===== src/rtl/me_dm_access_if.sv =====
// rtl/me_dm_access_if.sv - word bus between the ME-stage access unit and the bridge/data memory
interface me_dm_access_if;
  logic        bus_req;
  logic        bus_we;
  logic [31:0] bus_addr;
  logic [3:0]  bus_be;
  logic [31:0] bus_wdata;
  logic        bus_ack;
  logic [31:0] bus_rdata;

  modport master (
    output bus_req, bus_we, bus_addr, bus_be, bus_wdata,
    input  bus_ack, bus_rdata
  );

  modport slave (
    input  bus_req, bus_we, bus_addr, bus_be, bus_wdata,
    output bus_ack, bus_rdata
  );
endinterface


===== src/rtl/me_dm_access.sv =====
// rtl/me_dm_access.sv - ME-stage data-memory access: byte lanes, load align/extend, bus handshake, stall
// Optional feature macro: BUS_TIMEOUT_EN (abort REQ after TIMEOUT_CYCLES without ack, exc_out=7)
module me_dm_access #(
  parameter int unsigned TIMEOUT_CYCLES = 255
) (
  input  logic        clk,
  input  logic        reset,
  input  logic [31:0] addr,
  input  logic [31:0] wdata,
  input  logic        we,
  input  logic        rd,
  input  logic [2:0]  wid,
  input  logic        sign,
  input  logic [4:0]  exc_in,
  input  logic        flush,
  output logic        stall,
  output logic [31:0] rdata,
  output logic [4:0]  exc_out,
  me_dm_access_if.master bus
);

  localparam logic [4:0] EXC_NONE = 5'd0;
  localparam logic [4:0] EXC_ADEL = 5'd4;
  localparam logic [4:0] EXC_ADES = 5'd5;
  localparam logic [4:0] EXC_DBE  = 5'd7;

  typedef enum logic [1:0] {
    IDLE = 2'd0,
    REQ  = 2'd1,
    DONE = 2'd2
  } state_t;

  state_t      state;
  logic [1:0]  lane_q;
  logic [2:0]  wid_q;
  logic        sign_q;
  logic        timed_out;

  logic        is_half;
  logic        is_byte;
  logic        access;
  logic        misaligned;
  logic        start;
  logic [3:0]  be_next;
  logic [31:0] wdata_next;
  logic [7:0]  load_byte;
  logic [15:0] load_half;
  logic [31:0] load_val;

  // A zero limit would time out before the first REQ cycle could be acknowledged
  if (TIMEOUT_CYCLES == 0) begin : g_bad_timeout
    $error("TIMEOUT_CYCLES must be at least 1");
  end

`ifdef BUS_TIMEOUT_EN
  localparam int CW = $clog2(TIMEOUT_CYCLES + 1);
  localparam logic [CW-1:0] TMO_LAST = CW'(TIMEOUT_CYCLES - 1);

  logic [CW-1:0] tmo_cnt;
  logic          timeout_q;

  assign timed_out = timeout_q;
`else
  assign timed_out = 1'b0;
`endif

  // Access decode: width class, alignment check and the start condition
  always_comb begin
    is_half = (wid == 3'd1);
    is_byte = (wid == 3'd2);
    access  = we | rd;
    if (is_byte) begin
      misaligned = 1'b0;
    end else if (is_half) begin
      misaligned = addr[0];
    end else begin
      misaligned = |addr[1:0];
    end
    start = access && (exc_in == EXC_NONE) && !misaligned && !flush && (state == IDLE);
  end

  // Byte enables and lane-replicated store data for the access about to issue
  always_comb begin
    if (is_byte) begin
      be_next    = 4'b0001 << addr[1:0];
      wdata_next = {4{wdata[7:0]}};
    end else if (is_half) begin
      be_next    = 4'b0011 << addr[1:0];
      wdata_next = {2{wdata[15:0]}};
    end else begin
      be_next    = 4'b1111;
      wdata_next = wdata;
    end
  end

  // Load alignment: pick the lane captured at issue, then extend per the captured sign mode
  always_comb begin
    case (lane_q)
      2'd0:    load_byte = bus.bus_rdata[7:0];
      2'd1:    load_byte = bus.bus_rdata[15:8];
      2'd2:    load_byte = bus.bus_rdata[23:16];
      default: load_byte = bus.bus_rdata[31:24];
    endcase
    load_half = lane_q[1] ? bus.bus_rdata[31:16] : bus.bus_rdata[15:0];
    if (wid_q == 3'd2) begin
      load_val = {{24{sign_q & load_byte[7]}}, load_byte};
    end else if (wid_q == 3'd1) begin
      load_val = {{16{sign_q & load_half[15]}}, load_half};
    end else begin
      load_val = bus.bus_rdata;
    end
  end

  // Pipeline-facing outputs: stall while an access is starting or outstanding; exception priority
  always_comb begin
    stall   = 1'b0;
    exc_out = exc_in;
    if (!reset) begin
      stall = start || (state == REQ);
      if (exc_in != EXC_NONE) begin
        exc_out = exc_in;
      end else if (access && misaligned) begin
        exc_out = we ? EXC_ADES : EXC_ADEL;
      end else if ((state == DONE) && timed_out) begin
        exc_out = EXC_DBE;
      end else begin
        exc_out = EXC_NONE;
      end
    end
  end

  // Access FSM: issue on start, hold the bus until ack (or timeout), present the result for one cycle
  always_ff @(posedge clk) begin
    if (reset) begin
      state         <= IDLE;
      bus.bus_req   <= 1'b0;
      bus.bus_we    <= 1'b0;
      bus.bus_addr  <= 32'd0;
      bus.bus_be    <= 4'd0;
      bus.bus_wdata <= 32'd0;
      rdata         <= 32'd0;
      lane_q        <= 2'd0;
      wid_q         <= 3'd0;
      sign_q        <= 1'b0;
`ifdef BUS_TIMEOUT_EN
      tmo_cnt       <= '0;
      timeout_q     <= 1'b0;
`endif
    end else begin
      case (state)
        IDLE: begin
          if (start) begin
            bus.bus_req   <= 1'b1;
            bus.bus_we    <= we;
            bus.bus_addr  <= {addr[31:2], 2'b00};
            bus.bus_be    <= be_next;
            bus.bus_wdata <= wdata_next;
            lane_q        <= addr[1:0];
            wid_q         <= wid;
            sign_q        <= sign;
            state         <= REQ;
          end
        end
        REQ: begin
          if (bus.bus_ack) begin
            rdata       <= load_val;
            bus.bus_req <= 1'b0;
            state       <= DONE;
`ifdef BUS_TIMEOUT_EN
            tmo_cnt     <= '0;
          end else if (tmo_cnt == TMO_LAST) begin
            rdata       <= 32'd0;
            bus.bus_req <= 1'b0;
            timeout_q   <= 1'b1;
            tmo_cnt     <= '0;
            state       <= DONE;
          end else begin
            tmo_cnt     <= tmo_cnt + CW'(1);
`endif
          end
        end
        DONE: begin
          state     <= IDLE;
`ifdef BUS_TIMEOUT_EN
          timeout_q <= 1'b0;
`endif
        end
        default: state <= IDLE;
      endcase
    end
  end

endmodule

===== src/flat_wrapper.sv =====
// flat-port wrapper written by rule: the top's interface ports become plain ports
module me_dm_access_flat 
#(
  parameter int unsigned TIMEOUT_CYCLES = 255
)
  (clk, reset, addr, wdata, we, rd, wid, sign, exc_in, flush, stall, rdata, exc_out, bus_bus_req, bus_bus_we, bus_bus_addr, bus_bus_be, bus_bus_wdata, bus_bus_ack, bus_bus_rdata);
  me_dm_access_if bus_i ();
  input  logic clk;
  input  logic reset;
  input  logic [31:0] addr;
  input  logic [31:0] wdata;
  input  logic we;
  input  logic rd;
  input  logic [2:0] wid;
  input  logic sign;
  input  logic [4:0] exc_in;
  input  logic flush;
  output logic stall;
  output logic [31:0] rdata;
  output logic [4:0] exc_out;
  output wire logic [$bits(bus_i.bus_req)-1:0] bus_bus_req;
  output wire logic [$bits(bus_i.bus_we)-1:0] bus_bus_we;
  output wire logic [$bits(bus_i.bus_addr)-1:0] bus_bus_addr;
  output wire logic [$bits(bus_i.bus_be)-1:0] bus_bus_be;
  output wire logic [$bits(bus_i.bus_wdata)-1:0] bus_bus_wdata;
  input wire logic [$bits(bus_i.bus_ack)-1:0] bus_bus_ack;
  input wire logic [$bits(bus_i.bus_rdata)-1:0] bus_bus_rdata;
  assign bus_bus_req = bus_i.bus_req;
  assign bus_bus_we = bus_i.bus_we;
  assign bus_bus_addr = bus_i.bus_addr;
  assign bus_bus_be = bus_i.bus_be;
  assign bus_bus_wdata = bus_i.bus_wdata;
  assign bus_i.bus_ack = bus_bus_ack;
  assign bus_i.bus_rdata = bus_bus_rdata;
  me_dm_access #(.TIMEOUT_CYCLES(TIMEOUT_CYCLES)) u_core (.clk(clk), .reset(reset), .addr(addr), .wdata(wdata), .we(we), .rd(rd), .wid(wid), .sign(sign), .exc_in(exc_in), .flush(flush), .stall(stall), .rdata(rdata), .exc_out(exc_out), .bus(bus_i));
endmodule

===== config.mk =====
export PLATFORM = sky130hd
export DESIGN_NAME = me_dm_access_flat
export DESIGN_NICKNAME = d
export VERILOG_FILES = /design/src/rtl/me_dm_access_if.sv /design/src/rtl/me_dm_access.sv /design/src/flat_wrapper.sv
export SDC_FILE = /design/constraint.sdc
export NUM_CORES = 1
export LEC_CHECK = 0
export CAP_MARGIN = 25
export CORE_ASPECT_RATIO = 1.5
export CORE_MARGIN = 2
export CORE_UTILIZATION = 59
export DETAILED_ROUTE_END_ITERATION = 16
export DONT_BUFFER_PORTS = 1
export GPL_ROUTABILITY_DRIVEN = 0
export GPL_TIMING_DRIVEN = 1
export PLACE_DENSITY = 0.74
export SLEW_MARGIN = 20
export SYNTH_ARGS = -nofsm -noshare
export SYNTH_HDL_FRONTEND = slang
export SYNTH_SLANG_ARGS = --single-unit

===== constraint.sdc =====
create_clock -name clk -period 2.7 [get_ports clk]
set_clock_uncertainty 0.15 [all_clocks]
set_input_delay 0.54 -clock clk [delete_from_list [all_inputs] [get_ports clk]]
set_output_delay 0.54 -clock clk [all_outputs]
set_load 0.005 [all_outputs]

==> flow_summary.json <==
{
  "intPower_uw": 2430,
  "holdCritPathClass": "primary input to register",
  "rsz0062_at_grt": "no",
  "route.detailed.drc": 0,
  "wirelength_um": 14300,
  "reg2reg_from": "u_core.lane_q[1]",
  "cts_root_buffer": "clkbuf_16",
  "num_vias": 4612,
  "p_leak_uw": 0.00196,
  "initial_utilization_pct": 60.2,
  "fp.dieH_um": 120,
  "grt.overflow.total": 0,
  "grt_max_degree": 87,
  "fin_nets": 691,
  "antenna_found_initial": 0,
  "fmax_mhz": 383,
  "cts_buffers": 9,
  "first_pass_iters": 5,
  "clk_pin_slew_ps": 70,
  "core_area_um2": 8780,
  "layout_commonest_cell": "dfxtp_1",
  "post-route-util_pct": 63.9,
  "clock_latency_ps": 340,
  "syn_area_um2": 5290,
  "period_needed_ps": 2610,
  "synthDistinctLibCells": 45,
  "ioPinCount": 219,
  "cellPowerDensity_nw_per_um2": 566,
  "place_area_um2": 5300,
  "syn_inst": 614,
  "clkSinkCount": 108,
  "final_cell_count_no_fill": 691,
  "min_to": "u_core.bus.bus_be[0]",
  "cts_tree": "yes",
  "reg2reg_to": "u_core.rdata[10]",
  "synthArstFlopShare_pct": 0,
  "fp.dieW_um": 81.3,
  "layout_common_cells": "dfxtp_1 (108), a21oi_1 (101), o21ai_1 (49)",
  "status": "complete, no violations",
  "critical_path_arrival_ps": 1920,
  "drv_cap": 0,
  "ff2ff_path_depth": 5,
  "antennaDiodeCount": 0,
  "dieArea_um2": 9750,
  "finalSetupViolCount": 0,
  "ctsResizeCount": 0,
  "dp_hpwl_um": 10300,
  "htree_levels": 3,
  "cp_max_fo": 2,
  "ys_seq_area_share_pct": 40.9,
  "grt_usage_pct": 28.7,
  "p_comb_share_pct": 6.9,
  "syn2layout_area_growth_pct": 6.04,
  "drive_gt1_share_pct": 11.7,
  "timing.setup.tns_ps": 0,
  "holdPathStages": 1,
  "ant_nets": 0,
  "dp_cells": 675,
  "startpoint_type": "primary input",
  "holdBufCountCts": 0,
  "period_share_pct": 96.8,
  "power_frac_clock_pct": 42.7,
  "yosysWarnings": 0,
  "synth.avg_cell_area_um2": 8.61,
  "row_count": 42,
  "slew_headroom_pct": 52.0,
  "first_global_vias": 4446,
  "report.final.slew_viol_count": 0,
  "cp.required_ps": 2010,
  "grt_pass1_wl_um": 21800,
  "synth_edf_count": 0,
  "reg2reg_setup_slack_ps": 530,
  "hold_viol": 0,
  "clock_path_buffers": 2,
  "p_switching_uw": 740,
  "tightestPinTransition_ps": 719,
  "min_from": "reset",
  "cts_setup_buffers": 0,
  "finalPower_uw": 3170,
  "port_buffers": 0,
  "drt_iter0_drc": 344,
  "end_kind": "output port",
  "worst-setup-path-type": "primary input to output port",
  "p_sw_share_pct": 23.3,
  "wl_per_cell_um": 20.7,
  "p_seq_share_pct": 50.4,
  "ir_drop_mv": 0.344,
  "vias_per_cell": 6.67,
  "finalInstanceArea_um2": 5600,
  "ys_ff_latch": 108,
  "synth_flop_cell": "dfxtp_1"
}
## routing by layer
layer  share of wire [%]  routed length (um)  vias up  global-route usage (%)
met1                  36                5140     2205                    30.9
met3                 9.4                1340       29                    10.2
li1                    -                   -     2183                       -
met4                 2.7                 391        0                    12.0
met5                   0                   0        -                       0
met2                  52                7450      195                    49.5
## how the worst max path moves through the flow
stage,start,endpoint,slack [ps],cells after the start
5_1_grt,exc_in[1],exc_out[0],20,5
3_3_place_gp,exc_in[1],u_core.bus.bus_wdata[9],80,6
2_1_floorplan,exc_in[1],stall,90,6
3_5_place_dp,exc_in[1],u_core.bus.bus_wdata[19],20,6
4_1_cts,exc_in[1],exc_out[0],90,5
6_report,exc_in[1],exc_out[0],90,5
## cell type report
type / count / area [um2]
Clock inverter: 6 / 68.8
Tap cell: 110 / 138
Sequential cell: 108 / 2160
Clock buffer: 10 / 239
Timing Repair Buffer: 21 / 195
Inverter: 6 / 22.5
Multi-Input combinational cell: 430 / 2780
Fill cell: 732 / 3170
## cells by family (layout without fill, tap and decap cells)
logic type,count (synthesis),in the layout,synth area share (%)
other cells,1,2,0.0710
simple gates,121,121,11.8
flops,108,108,40.9
mux,25,25,6.82
buf+inv,77,43,7.39
fa+ha+maj,4,4,0.947
compound gates,277,277,31.9
xor+xnor,1,1,0.166
## cell usage after synthesis (all sizes together), types with 4 or more instances
library cell	n	area, um2
mux2	8	90.1
o211a	8	80.1
a21o	17	128
nand2	43	161
o21ai	93	477
nand2b	13	81.3
o2111ai	8	70.1
ha	4	50.1
dfxtp	108	2160
o211ai	8	60.1
a311oi	19	166
inv	6	22.5
nor2	6	38.8
buf	30	214
a21oi	101	505
nand3	45	225
o22a	8	70.1
mux2i	9	90.1
mux4	8	180
clkbuf	41	154
o21bai	8	60.1
## critical path, cell delays in order
cell	delay, ps
or4_4	520
buf_4	160
or4_1	390
nor2_1	160
a21o_1	160
## sequential cells by signal (all words and copies together) (netlist names)
register              flops
u_core.bus.bus_addr      30
u_core.bus.bus_be         4
u_core.bus.bus_req        1
u_core.bus.bus_wdata     32
u_core.bus.bus_we         1
u_core.lane_q             2
u_core.rdata             32
u_core.sign_q             1
u_core.state              2
u_core.wid_q              3
## power groups by stage
stage | clock network, uW | registers [uW] | logic (uW)
6_report | 1350 | 1600 | 219
5_1_grt | 1430 | 1600 | 239
4_1_cts | 1380 | 1600 | 218
3_5_place_dp | 0 | 1640 | 218
3_3_place_gp | 0 | 1640 | 211
2_1_floorplan | 0 | 1640 | 195
## metrics by stage
| step | hold slack, ps | setup slack, ps |
|---|---|---|
| 2_1_floorplan | 303 | 89.8 |
| 3_3_place_gp | 324 | 75.4 |
| 3_5_place_dp | 327 | 15.5 |
| 4_1_cts | 102 | 90.2 |
| 5_1_grt | 94.0 | 24.9 |
| 6_report | 109 | 85.7 |
Power figures use the tool's default switching activity.
